[config.mk]
export PLATFORM = sky130hd
export DESIGN_NAME = iic_rd_capture
export DESIGN_NICKNAME = d
export VERILOG_FILES = /design/src/rtl/iic_pkg.sv /design/src/rtl/iic_bus_sync.sv /design/src/rtl/iic_rd_capture.sv
export SDC_FILE = /design/constraint.sdc
export NUM_CORES = 1
export LEC_CHECK = 0
export CAP_MARGIN = 20
export CORE_MARGIN = 8
export CORE_UTILIZATION = 56
export DETAILED_ROUTE_END_ITERATION = 7
export GPL_TIMING_DRIVEN = 0
export PLACE_DENSITY = 0.8
export RECOVER_POWER = 100
export REMOVE_ABC_BUFFERS = 1
export SETUP_SLACK_MARGIN = 0.1
export SYNTH_ARGS = -nofsm -noshare
export SYNTH_HDL_FRONTEND = slang
export SYNTH_SLANG_ARGS = --single-unit
[constraint.sdc]
create_clock -name sys_clk -period 2.55 [get_ports sys_clk]
set_input_delay 0.255 -clock sys_clk [delete_from_list [all_inputs] [get_ports sys_clk]]
set_output_delay 0.255 -clock sys_clk [all_outputs]
set_load 0.005 [all_outputs]
[src/rtl/iic_pkg.sv]
// Shared definitions for the IIC read-capture monitor.
// Holds the FSM state encoding, the control bytes the upstream master
// issues (write / read to the same device), and the capture buffer depth.
package iic_pkg;

   // Capture buffer depth (power of two)
   localparam int unsigned DEPTH = 128;

   // FSM state encoding
   localparam logic [1:0] ST_IDLE = 2'd0;
   localparam logic [1:0] ST_ADDR = 2'd1;
   localparam logic [1:0] ST_DATA = 2'd2;
   localparam logic [1:0] ST_ACK  = 2'd3;

   // Control bytes issued by the master: R/W bit is the LSB
   localparam logic [7:0] CTRL_WR = 8'hA0;
   localparam logic [7:0] CTRL_RD = 8'hA1;

endpackage

[src/rtl/iic_bus_sync.sv]
// Synchronises the asynchronous SCL/SDA bus lines into the clk domain and
// detects SCL rising edges, START and STOP conditions.
// Ports:
//   clk_i, rst_ni   - clock, async active-low reset
//   scl_i, sda_i    - raw bus lines
//   scl_rise_o      - pulse: synced SCL went 0 -> 1
//   sda_o           - synced SDA aligned with the detection pulses
//   start_o         - pulse: SDA fell while SCL held high
//   stop_o          - pulse: SDA rose while SCL high
// All outputs are registered, so detection pulses trail the wire by
// SYNC_STAGES+1 clocks.
module iic_bus_sync #(
   parameter int unsigned SYNC_STAGES = 2
) (
   input  logic clk_i,
   input  logic rst_ni,
   input  logic scl_i,
   input  logic sda_i,
   output logic scl_rise_o,
   output logic sda_o,
   output logic start_o,
   output logic stop_o
);

   logic [SYNC_STAGES-1:0] scl_ff_q;
   logic [SYNC_STAGES-1:0] sda_ff_q;
   logic                   scl_h_q;
   logic                   sda_h_q;
   logic                   scl_s;
   logic                   sda_s;
   logic                   rise_c;
   logic                   start_c;
   logic                   stop_c;
   logic                   rise_q;
   logic                   sda_q;
   logic                   start_q;
   logic                   stop_q;

   assign scl_s = scl_ff_q[SYNC_STAGES-1];
   assign sda_s = sda_ff_q[SYNC_STAGES-1];

   // Edge / condition detection against the one-cycle history
   always_comb begin
      rise_c  = ~scl_h_q & scl_s;
      // START needs SCL stable high across both samples (no SCL edge)
      start_c = sda_h_q & ~sda_s & scl_h_q & scl_s;
      stop_c  = ~sda_h_q & sda_s & scl_s;
   end

   // Synchroniser chains reset to the idle-bus level (both lines high)
   always_ff @(posedge clk_i or negedge rst_ni) begin
      if (!rst_ni) begin
         scl_ff_q <= '1;
         sda_ff_q <= '1;
         scl_h_q  <= 1'b1;
         sda_h_q  <= 1'b1;
         rise_q   <= 1'b0;
         sda_q    <= 1'b1;
         start_q  <= 1'b0;
         stop_q   <= 1'b0;
      end else begin
         scl_ff_q <= {scl_ff_q[SYNC_STAGES-2:0], scl_i};
         sda_ff_q <= {sda_ff_q[SYNC_STAGES-2:0], sda_i};
         scl_h_q  <= scl_s;
         sda_h_q  <= sda_s;
         rise_q   <= rise_c;
         sda_q    <= sda_s;
         start_q  <= start_c;
         stop_q   <= stop_c;
      end
   end

   assign scl_rise_o = rise_q;
   assign sda_o      = sda_q;
   assign start_o    = start_q;
   assign stop_o     = stop_q;

endmodule

[src/rtl/iic_rd_capture.sv]
// Passive I2C monitor: assembles bytes + ACK from the bus, classifies them
// as address or data, and stores read-transaction data bytes in a capture
// buffer for downstream readback.
// Ports:
//   sys_clk, sys_rst_n - clock, async active-low reset
//   scl, sda           - raw I2C lines (asynchronous)
//   byte_valid         - pulse per completed byte + ACK
//   byte_data/byte_nack/byte_is_addr - last completed byte, held until next
//   rd_mode            - R/W bit of the current transaction
//   frame_done         - pulse on STOP
//   cap_cnt, cap_ovf   - stored byte count, sticky overflow flag
//   buf_raddr/buf_rdata - buffer read port, 1-cycle latency, read-first
//   clr                - synchronous clear of count, overflow, write pointer
module iic_rd_capture #(
   parameter int unsigned DEPTH       = iic_pkg::DEPTH,
   parameter int unsigned AW          = $clog2(DEPTH),
   parameter int unsigned SYNC_STAGES = 2
) (
   input  logic          sys_clk,
   input  logic          sys_rst_n,
   input  logic          scl,
   input  logic          sda,
   output logic          byte_valid,
   output logic [7:0]    byte_data,
   output logic          byte_nack,
   output logic          byte_is_addr,
   output logic          rd_mode,
   output logic          frame_done,
   output logic [AW:0]   cap_cnt,
   output logic          cap_ovf,
   input  logic [AW-1:0] buf_raddr,
   output logic [7:0]    buf_rdata,
   input  logic          clr
);

   import iic_pkg::*;

   localparam logic [AW:0] CNT_FULL = (AW+1)'(DEPTH);

   logic scl_rise;
   logic sda_smp;
   logic start_det;
   logic stop_det;

   logic [1:0] state_q, state_d;
   logic [3:0] bit_cnt_q, bit_cnt_d;
   logic [7:0] shreg_q, shreg_d;
   logic       is_addr_q, is_addr_d;
   logic       rd_mode_q, rd_mode_d;
   logic       byte_valid_q, byte_valid_d;
   logic [7:0] byte_data_q, byte_data_d;
   logic       byte_nack_q, byte_nack_d;
   logic       byte_is_addr_q, byte_is_addr_d;
   logic       frame_done_q, frame_done_d;

   logic [AW-1:0] wptr_q, wptr_d;
   logic [AW:0]   cap_cnt_q, cap_cnt_d;
   logic          cap_ovf_q, cap_ovf_d;
   logic          cap_req_c;
   logic          mem_we_c;
   logic [7:0]    mem_q [DEPTH];
   logic [7:0]    buf_rdata_q;

   iic_bus_sync #(
      .SYNC_STAGES (SYNC_STAGES)
   ) u_bus_sync (
      .clk_i      (sys_clk),
      .rst_ni     (sys_rst_n),
      .scl_i      (scl),
      .sda_i      (sda),
      .scl_rise_o (scl_rise),
      .sda_o      (sda_smp),
      .start_o    (start_det),
      .stop_o     (stop_det)
   );

   // Byte framing FSM: STOP beats START beats SCL rise
   always_comb begin
      state_d        = state_q;
      bit_cnt_d      = bit_cnt_q;
      shreg_d        = shreg_q;
      is_addr_d      = is_addr_q;
      rd_mode_d      = rd_mode_q;
      byte_valid_d   = 1'b0;
      byte_data_d    = byte_data_q;
      byte_nack_d    = byte_nack_q;
      byte_is_addr_d = byte_is_addr_q;
      frame_done_d   = 1'b0;

      if (stop_det) begin
         frame_done_d = 1'b1;
         state_d      = ST_IDLE;
         bit_cnt_d    = 4'd0;
      end else if (start_det) begin
         // Also covers repeated START: any partial byte is dropped
         state_d   = ST_ADDR;
         bit_cnt_d = 4'd0;
      end else if (scl_rise) begin
         case (state_q)
            ST_ADDR, ST_DATA: begin
               shreg_d   = {shreg_q[6:0], sda_smp};
               bit_cnt_d = bit_cnt_q + 4'd1;
               if (bit_cnt_d == 4'd8) begin
                  state_d   = ST_ACK;
                  is_addr_d = (state_q == ST_ADDR);
                  // Bit just shifted in is the R/W bit of the address byte
                  if (state_q == ST_ADDR) rd_mode_d = sda_smp;
               end
            end
            ST_ACK: begin
               byte_valid_d   = 1'b1;
               byte_data_d    = shreg_q;
               byte_nack_d    = sda_smp;
               byte_is_addr_d = is_addr_q;
               state_d        = ST_DATA;
               bit_cnt_d      = 4'd0;
            end
            default: ;
         endcase
      end
   end

   always_ff @(posedge sys_clk or negedge sys_rst_n) begin
      if (!sys_rst_n) begin
         state_q        <= ST_IDLE;
         bit_cnt_q      <= 4'd0;
         shreg_q        <= 8'd0;
         is_addr_q      <= 1'b0;
         rd_mode_q      <= 1'b0;
         byte_valid_q   <= 1'b0;
         byte_data_q    <= 8'd0;
         byte_nack_q    <= 1'b0;
         byte_is_addr_q <= 1'b0;
         frame_done_q   <= 1'b0;
      end else begin
         state_q        <= state_d;
         bit_cnt_q      <= bit_cnt_d;
         shreg_q        <= shreg_d;
         is_addr_q      <= is_addr_d;
         rd_mode_q      <= rd_mode_d;
         byte_valid_q   <= byte_valid_d;
         byte_data_q    <= byte_data_d;
         byte_nack_q    <= byte_nack_d;
         byte_is_addr_q <= byte_is_addr_d;
         frame_done_q   <= frame_done_d;
      end
   end

   // Capture control: only read-data bytes are stored, no wrap, clr wins
   always_comb begin
      cap_req_c = byte_valid_q & ~byte_is_addr_q & rd_mode_q;
      mem_we_c  = cap_req_c & ~clr & (cap_cnt_q != CNT_FULL);
      wptr_d    = wptr_q;
      cap_cnt_d = cap_cnt_q;
      cap_ovf_d = cap_ovf_q;
      if (clr) begin
         wptr_d    = '0;
         cap_cnt_d = '0;
         cap_ovf_d = 1'b0;
      end else if (cap_req_c) begin
         if (cap_cnt_q == CNT_FULL) begin
            cap_ovf_d = 1'b1;
         end else begin
            wptr_d    = wptr_q + AW'(1);
            cap_cnt_d = cap_cnt_q + (AW+1)'(1);
         end
      end
   end

   always_ff @(posedge sys_clk or negedge sys_rst_n) begin
      if (!sys_rst_n) begin
         wptr_q    <= '0;
         cap_cnt_q <= '0;
         cap_ovf_q <= 1'b0;
      end else begin
         wptr_q    <= wptr_d;
         cap_cnt_q <= cap_cnt_d;
         cap_ovf_q <= cap_ovf_d;
      end
   end

   // Buffer storage: contents are not reset
   always_ff @(posedge sys_clk) begin
      if (mem_we_c) mem_q[wptr_q] <= byte_data_q;
   end

   // Registered read port; same-cycle write returns old data
   always_ff @(posedge sys_clk or negedge sys_rst_n) begin
      if (!sys_rst_n) buf_rdata_q <= 8'd0;
      else            buf_rdata_q <= mem_q[buf_raddr];
   end

   assign byte_valid   = byte_valid_q;
   assign byte_data    = byte_data_q;
   assign byte_nack    = byte_nack_q;
   assign byte_is_addr = byte_is_addr_q;
   assign rd_mode      = rd_mode_q;
   assign frame_done   = frame_done_q;
   assign cap_cnt      = cap_cnt_q;
   assign cap_ovf      = cap_ovf_q;
   assign buf_rdata    = buf_rdata_q;

endmodule

==> Word-level counts from Yosys, hierarchy flattened <==
Memories as Yosys holds them, arrays and structs flattened. A register that Yosys moved wholly into a read port is not among the register bits.
Index checks and enable logic that the tools add are counted.
{ "totals": {"ff_bits": 53, "ramBits": 1024, "in_bits": 12, "output_inout_bits": 30, "word_cells": 88, "n_memories": 1} }
{ "classes": {"n_addsub": 3, "n_eq_ne": 8, "muxes": 25, "bitwise": 17, "n_reduce_logical": 14} }
{ "memory_table": {"columns": ["name", "depth", "width", "read_ports", "rd_ports_with_merged_regs", "wr", "line", "rtl"], "rows": [
  ["mem_q", 128, 8, 1, 1, 1, "iic_rd_capture.sv:61", "logic [7:0] mem_q [DEPTH];"]
]} }
{ "op_table": {"columns": ["op", "n"], "rows": [
  ["8-bit 2-to-1 mux", 3],
  ["7-bit 2-to-1 mux", 3],
  ["4-bit 2-to-1 mux", 3],
  ["1-bit bitwise AND", 10],
  ["1-bit 2-to-1 mux", 10],
  ["8-bit by 1-bit adder with 8-bit output, second input constant", 1],
  ["8-bit == test, second input constant", 1],
  ["2-bit 2-to-1 mux", 4],
  ["8-bit != test, second input constant", 1],
  ["4-bit case mux with 2 select lines", 1],
  ["4-bit AND reduction", 2],
  ["7-bit by 1-bit adder with 7-bit output, second input constant", 1],
  ["1-bit NOT", 7],
  ["2-bit AND reduction", 3],
  ["6-bit AND reduction", 1],
  ["5-bit AND reduction", 1],
  ["4-bit by 1-bit adder with 4-bit output, second input constant", 1],
  ["2-bit == test, second input constant", 2],
  ["4-bit == test, second input constant", 1],
  ["4-bit by 2-bit != test with 1-bit output, second input constant", 1],
  ["2-bit case mux with 2 select lines", 1],
  ["2-bit nonzero test", 2],
  ["4-bit nonzero test", 1],
  ["3-bit AND reduction", 1],
  ["other kinds (5)", 5]
]} }

==> Depth between registers and ports, before layout <==
Gate-level depths: netlist (run 1).
{ "depth": {"depth_word": 7, "ltp_mapped": 9, "ltp_nobuf": 8} }

==> Modules after synthesis <==
A second synthesis (run 1) with hierarchy kept.
{ "unflattened": {"cells_unflattened": 1805, "hier_area_um2": 41881.4} }
{ "by_module_without_submodules": {"columns": ["mod", "instances", "cells_per_inst", "area_each_um2", "seq_area_each_um2"], "rows": [
  ["iic_rd_capture", 1, 1793, 41622.4, 32050.7],
  ["iic_bus_sync", 1, 12, 259.0, 232.7]
]} }

==> Worst setup path before layout (run 1) <==
Ideal clock, no wire load.
{ "synth_path": {"path_type": "input-to-reg", "startpoint": "in buf_raddr[0]", "endpoint": "reg buf_rdata_q[0], in the netlist buf_rdata[0] (read register of mem_q)", "t_arrival_ps": 2619, "required_time_ps": 2425, "slack_ps": -194, "path_stages": 6, "path_cell_list": "buf_2 buf_1 mux4_2 mux4_2 mux4_2 mux2_2"} }
{ "synth_lines": {"columns": ["element", "line", "rtl"], "rows": [
  ["start, declared", "iic_rd_capture.sv:31", "input logic [AW-1:0] buf_raddr,"],
  ["end, declared", "iic_rd_capture.sv:62", "logic [7:0] buf_rdata_q;"]
]} }

==> Worst setup path in the final report (run 1) <==
{ "layout_path": {"startpoint": "reg wptr_q[0]", "endpoint": "mem mem_q[21][1] (enable)"} }
{ "layout_lines": {"columns": ["element", "line", "rtl"], "rows": [
  ["start, declared", "iic_rd_capture.sv:56", "logic [AW-1:0] wptr_q, wptr_d;"],
  ["start signal, assigned", "iic_rd_capture.sv:176", "wptr_q <= wptr_d;"],
  ["end, declared", "iic_rd_capture.sv:61", null]
]} }
Straight into the memory's write port.

==> reports/qor.yml, run 1 <==
outcome:
  status: "finished with violations"
  violations: "max-capacitance violations, max-slew violations, negative setup slack"
power_and_ir_drop:
  power_frac_clock: 0.369
  p_comb_frac: 0.091
  internal-power_uw: 30870
  pwr-share-seq: 0.540
  swShare: 0.2517
  irDropWorstVdd_v: 0.0008851
  power.switching_uw: 10380
  powerDensity_nw_per_um2: 826.3
  leakagePower_uw: 0.01574
clock_tree:
  clock-root-buffer: "clkbuf_16"
  clockBufferDepth: 3
  clock_sinks: 1085
  clk_pin_slew_ns: 0.06
  cts_tree: "built"
  htreeDepth: 3
  cts_made_buffers: 104
  clock_latency_ns: 0.68
logic_synthesis:
  ys.flop_type: "edfxtp_1"
  ys_ff_latch: 1085
  yosysWarningCount: 0
  async_reset_ff_frac: 0.05622
  synth_edf_count: 1024
  syn_area_um2: 41880
  ys_seq_area_frac: 0.7709
  avgSynthCellArea_um2: 23.07
  netlist_instances: 1815
  synth_cell_types: 36
critical_path:
  slowest_delay_ns: 0.54
  worstSetupPathType: "flop to flop"
  critPathRequiredTime_ns: 2.88
  worstPathMaxFanout: 9
  critPathLaunchType: "flop"
  cp.arrival_ns: 2.97
  setup.worst_path.end_class: "flop"
  cp_slowest_cell: "nor2b_2"
  crit_chain: "nor2b_2, nor2b_2, nand2_8, buf_16, nor2_4"
  r2r_setup_slack_ns: -0.09
  crit_path_frequent_cell: "nor2b_2"
placed_design:
  pre_cts_ws_ns: -1.758
  place_congestion: 0.7814
  dpl.hpwl_um: 51890
  io_buffers: 41
die:
  start_util: 0.5645
  pin_count: 42
  die-width_um: 289.5
  row_count: 100
  die-area_um2: 83790
  die_height_um: 289.5
  core_area_um2: 74200
timing:
  period_share: 1.035
  rsz0062_at_grt: "yes"
  setup_slack_ns: -0.09036
  drv_slew: 86
  finalCriticalPeriod_ns: 2.640
  final-setup-viol-count: 76
  skew_ns: 0.03239
  clock.fmax_mhz: 378.7
  slew_headroom: -0.08391
  tightest_slew_ns: 1.626
  hold_viol: 0
drt:
  viasPerCell: 7.112
  drc_errors: 0
  first_pass_iters: 5
  antenna_left: 0
  post_drt_wl_per_cell_um: 39.36
  drt-total-wl_um: 120400
  drtIter0Drc: 3837
  vias: 21750
global_routing:
  grt_usage: 0.2629
  antenna_found_initial: 7
  grt_start_max_net_pins: 101
  grt_pass1_vias: 21340
  overflow: 0
  grt_pass1_wl_um: 156000
hold_path:
  hp-class: "primary input to flop"
final_layout:
  fillCellCount: 4083
  drive_gt1_frac: 0.3911
  syn2layout_area_growth_pct: 19.20
  antenna_cells: 0
  nets: 2023
  multi_input_area_um2: 10340
  fin_util: 0.6729
  regArea_um2: 32310
run:
  cap_violations: 3
-- registers in the layout (all words and copies together), names as in the netlist, 2 cells and up --
register	count
u_bus_sync.scl_ff_q	2
cap_cnt	8
buf_rdata	8
shreg_q	8
state_q	2
bit_cnt_q	4
wptr_q	7
mem_q	1024
byte_data	8
u_bus_sync.sda_ff_q	2
-- per-stage QoR --
stage | area, um^2 | cells | total power, uW | hold slack (ns) | setup TNS, ns
floorplan | 41460 | 1720 | 23860 | -0.04059 | -204.88
global placement | 43080 | 2730 | 26440 | 0.3463 | -3246.14
detailed placement | 43720 | 2752 | 25900 | 0.3101 | -1492.49
CTS | 48610 | 2989 | 40640 | 0.1543 | -0.02228
global route | 49920 | 3058 | 41940 | 0.3699 | -10.20
finish | 49920 | 3058 | 41250 | 0.3540 | -2.949
-- metal layers --
layer	vias to the layer above	wire length [um]	GRT usage
met4	10	6967	0.1083
met1	11160	38420	0.3438
met5	-	76	0
met3	427	15160	0.05355
met2	2137	59740	0.4344
li1	8020	-	-
-- power by group through the flow --
stage	Clock, uW	Combinational (uW)	Sequential [uW]
CTS	14900	3460	22300
global placement	0	2240	24200
finish	15200	3760	22300
detailed placement	0	3180	22700
floorplan	0	858	23000
global route	15800	3810	22300
-- area by class of cell --
class	instances	share of cell area
sequential	1085	0.6473
multi-input combinational	630	0.2072
timing repair buffer	177	0.05654
clock buffer	137	0.05544
tap	969	0.02429
clock inverter	55	0.008872
inverter	5	0.0003759
-- worst max-delay path, delay by kind of cell, from the launching register on --
kind                   cells  cell delay, ns
buffers and inverters      1            0.24
and+or+nand+nor            4            1.53
DFF                        1            0.51
-- cells in the final DEF (no fill, tap or decap), drive strengths merged, types with 9 or more instances in the layout --
cell type,Yosys,final
mux4,336,336
nand3,16,16
nor2,161,161
clkbuf,57,150
clkdlybuf4s50,0,30
buf,38,123
edfxtp,1024,1024
dfrtp,55,55
xor2,11,11
inv,5,9
clkinv,0,45
nand2,23,23
mux2,27,27
-- path summary, 6_finish.rpt --
check,cells past startpoint,from,to
min in group asynchronous,2,sys_rst_n,cap_cnt[0]$_DFFE_PN0P_
worst min register to register,0,u_bus_sync.sda_ff_q[0]$_DFF_PN1_,u_bus_sync.sda_ff_q[1]$_DFF_PN1_
worst max register to register,5,wptr_q[0]$_DFFE_PN0P_,mem_q[21][1]$_DFFE_PP_
max in group asynchronous,2,sys_rst_n,cap_cnt[0]$_DFFE_PN0P_
worst max-delay path,5,wptr_q[0]$_DFFE_PN0P_,mem_q[21][1]$_DFFE_PP_
worst min-delay path,2,clr,cap_cnt[7]$_DFFE_PN0P_
-- synthesized netlist by cell type, drive strengths merged, types with 2 or more instances --
master / number / share of area
a21oi: 8 / 0.00096
and2: 2 / 0.00030
buf: 38 / 0.0049
clkbuf: 57 / 0.0051
dfrtp: 55 / 0.033
dfstp: 6 / 0.0038
edfxtp: 1024 / 0.73
ha: 8 / 0.0024
inv: 5 / 0.00045
mux2: 27 / 0.0073
mux2i: 2 / 0.00048
mux4: 336 / 0.18
nand2: 23 / 0.0021
nand3: 16 / 0.0019
nand3b: 2 / 0.00036
nand4: 5 / 0.00075
nor2: 161 / 0.014
nor2b: 8 / 0.0012
nor3: 6 / 0.00072
nor3b: 2 / 0.00036
xnor2: 2 / 0.00042
xor2: 11 / 0.0023
-- logic make-up (layout without fill, tap and decap cells) --
kind of cell,count (synthesis),count (layout),share of synthesized area
compound gates,13,13,0.001912
xor+xnor,13,13,0.002719
fa+ha+maj,8,8,0.002390
buf+inv,100,374,0.01049
flops,1085,1085,0.7709
simple gates,231,231,0.02321
mux,365,365,0.1884
-- what timing repair did --
action | in CTS | in global routing
pin swaps | 20 | 54
gates resized for setup | 277 | 53
endpoints found under the hold margin | 24 | 0
setup endpoints to repair | 1040 | 896
setup buffers | 38 | 59
hold buffers | 3 | 0
gates cloned | 4 | 9
(Power assumes the default switching activity.)
==> run 2, diff against run 1 <==
--- a/config.mk
+++ b/config.mk
@@ -13,7 +13,7 @@
 export PLACE_DENSITY = 0.8
 export RECOVER_POWER = 100
 export REMOVE_ABC_BUFFERS = 1
-export SETUP_SLACK_MARGIN = 0.1
+export SETUP_SLACK_MARGIN = 0.2
 export SYNTH_ARGS = -nofsm -noshare
 export SYNTH_HDL_FRONTEND = slang
 export SYNTH_SLANG_ARGS = --single-unit
==> run 2 against run 1 <==
  * The run still ends with max-capacitance violations, max-slew violations, negative setup slack left
  * Clock skew grew 0.0082 ns
  * Count of clock-buffer cells in the layout is the same
  * Combinational power grew 4%
  * Die area is the same
  * Routed wire length grew 0.47%
  * Maximum frequency shrank 3.2%
  * Setup slack lost 0.087 ns
  * Critical path type unchanged
  * Largest power group unchanged
==> reports/qor.yml, run 2 (synthesis gave the netlist of run 1 again) <==
power_and_ir_drop:
  fin_total_pwr_uw: 41360  # +0.27%
  power_frac_clock: 0.368  # about the same
  leakagePower_uw: 0.01580  # +0.39%
  pwr-share-seq: 0.538  # -0.002
  irDropWorstVdd_v: 0.0009312  # +5.2%
  p_comb_frac: 0.094  # +0.003
  powerDensity_nw_per_um2: 832.5  # +0.75%
  swShare: 0.2552  # +0.003457
  internal-power_uw: 30810  # -0.19%
  power.switching_uw: 10550  # +1.6%
placed_design:
  io_buffers: 41  # unchanged
  dpl.hpwl_um: 51890  # unchanged
  place_congestion: 0.7814  # unchanged
  placedCellCount: 2752  # unchanged
  pre_cts_ws_ns: -1.758  # unchanged
timing:
  clock.fmax_mhz: 366.7  # -3.2%
  skew_ns: 0.04058  # +0.008191 ns
  hold_viol: 0  # unchanged
  setup_tns_ns: -9.830  # -6.881 ns
  setup_slack_ns: -0.1771  # -0.08671 ns
  tightest_slew_ns: 1.821  # +0.1949 ns
  final-setup-viol-count: 194  # +160%
  period_share: 1.069  # +0.03401
  drv_slew: 160  # +86%
  whs_ns: 0.3638  # +0.009740 ns
  rsz0062_at_grt: "yes"
  finalCriticalPeriod_ns: 2.727  # +0.08671 ns
  slew_headroom: -0.2139  # -0.1300
outcome:
  violations: "max-capacitance violations, max-slew violations, negative setup slack"
  status: "finished with violations"
critical_path:
  rr_worst_depth: 3  # -2
  reg2reg_from: "wptr_q[3]$_DFFE_PN0P_"
  worstPathMaxFanout: 8  # -1
  startpoint: "wptr_q[3]$_DFFE_PN0P_"
  cp-endpoint: "mem_q[113][2]$_DFFE_PP_"
  setup.worst_path.end_class: "flop"
  worstSetupPathType: "flop to flop"
  r2r_end: "mem_q[113][2]$_DFFE_PP_"
  cp.arrival_ns: 3.03  # +0.06 ns
  r2r_setup_slack_ns: -0.18  # -0.09 ns
  critPathRequiredTime_ns: 2.85  # -0.03 ns
  critPathLaunchType: "flop"
clock_tree:
  clk_pin_slew_ns: 0.07  # about the same
  clock-root-buffer: "clkbuf_16"
  htreeDepth: 3  # unchanged
  clock_sinks: 1085  # unchanged
  clock_latency_ns: 0.69  # about the same
  cts_tree: "built"
  cts_made_buffers: 104  # unchanged
  clockBufferDepth: 3  # unchanged
drt:
  post_drt_wl_per_cell_um: 39.30  # -0.15%
  drt-total-wl_um: 120900  # +0.47%
  vias: 21920  # +0.79%
  antenna_left: 0  # unchanged
  drc_errors: 0  # unchanged
  drtIter0Drc: 3720  # -3.0%
  viasPerCell: 7.124  # +0.17%
  first_pass_iters: 5  # unchanged
hold_path:
  hp-class: "flop to flop"
global_routing:
  grt_usage: 0.2649  # +0.002014
  grt_pass1_vias: 21650  # +1.4%
  grt_pass1_wl_um: 157000  # +0.64%
  antenna_found_initial: 3  # -4
  overflow: 0  # unchanged
  grt_start_max_net_pins: 90  # -11%
final_layout:
  syn2layout_area_growth_pct: 18.64
  stdcell_count: 3077  # +0.62%
  final_common_cell: "edfxtp_1"
  most-common-layout-cells: "edfxtp_1 (1024), mux4_2 (336), clkbuf_16 (111)"
  drive_gt1_frac: 0.3871  # -0.004030
  largest-register: "mem_q"
  nets: 2037  # +0.69%
  largest_reg_flops: 1024  # unchanged
die:
  pin_count: 42  # unchanged
  die_height_um: 289.5  # unchanged
  core_area_um2: 74200  # unchanged
  row_count: 100  # unchanged
  start_util: 0.5645  # unchanged
  die-area_um2: 83790  # unchanged
  die-width_um: 289.5  # unchanged
run:
  cap_violations: 4  # +1
==> run 2: cell types whose count changed in the layout (fill, tap and decap cells not counted), moves of 4 or more <==
| cell | change |
|---|---|
| buf_16 | -6 |
| dlygate4sd3_1 | +27 |
| clkbuf_4 | +9 |
| clkdlybuf4s50_1 | -24 |
| nand2_4 | +4 |
| buf_4 | -8 |
| diode_2 | +5 |
| nor2_4 | -18 |
| nor2_2 | +18 |
| buf_12 | -10 |
| buf_6 | +9 |
| clkbuf_2 | +5 |
| clkbuf_1 | +12 |
==> run 2: through the flow <==
step,utilization,instance area (um^2)
3_5_place_dp,0.5892,43720
2_1_floorplan,-,41460
3_3_place_gp,0.5807,43080
5_1_grt,0.6695,49670
6_report,0.6696,49690
4_1_cts,0.6594,48920
==> run 2: repair_timing <==
action	in CTS	in global routing
gates cloned	9	9
endpoints found under the setup margin	1047	1015
hold buffers	3	0
resized for setup	263	70
endpoints found under the hold margin	24	0
pin swaps	27	45
setup buffers	52	54
==> run 2: per-layer routing <==
metal | vias up | wire, um | global-route usage
met5 | - | 0 | 0
met2 | 2123 | 59480 | 0.4356
met1 | 11330 | 39490 | 0.3470
li1 | 8065 | - | -
met4 | 0 | 6133 | 0.1103
met3 | 405 | 15830 | 0.05520
==> run 2: final cells by class <==
cell class | count | area [um^2]
Multi-Input combinational cell | 632 | 10240
Clock buffer | 137 | 2768
Inverter | 5 | 18.77
Fill cell | 4135 | 24510
Clock inverter | 55 | 442.9
Sequential cell | 1085 | 32310
Tap cell | 969 | 1212
Timing Repair Buffer | 189 | 2678
Antenna cell | 5 | 12.51
==> run 2: worst min-delay path by stage <==
stage / startpoint / endpoint / slack [ns] / cells past startpoint
finish: u_bus_sync.sda_ff_q[0]$_DFF_PN1_ / u_bus_sync.sda_ff_q[1]$_DFF_PN1_ / 0.36 / 0
global route: u_bus_sync.sda_ff_q[0]$_DFF_PN1_ / u_bus_sync.sda_ff_q[1]$_DFF_PN1_ / 0.37 / 0
CTS: sys_rst_n / byte_is_addr$_DFFE_PN0P_ / 0.15 / 2
detailed placement: sys_rst_n / cap_cnt[5]$_DFFE_PN0P_ / 0.31 / 1
global placement: u_bus_sync.sda_ff_q[0]$_DFF_PN1_ / u_bus_sync.sda_ff_q[1]$_DFF_PN1_ / 0.35 / 0
floorplan: sys_rst_n / bit_cnt_q[0]$_DFFE_PN0P_ / -0.04 / 0
==> run 2: power groups by stage <==
stage | Combinational, uW | Sequential [uW] | Clock (uW)
finish | 3900 | 22200 | 15200
floorplan | 858 | 23000 | 0
CTS | 3710 | 22300 | 14900
global placement | 2240 | 24200 | 0
detailed placement | 3180 | 22700 | 0
global route | 3930 | 22200 | 15800
==> run 2: critical path, cell delays in order (launching register included) <==
cell     delay [ns]
dfrtp_1        0.48
nor2b_1        0.78
nand3_2        0.47
nor2_2         0.62
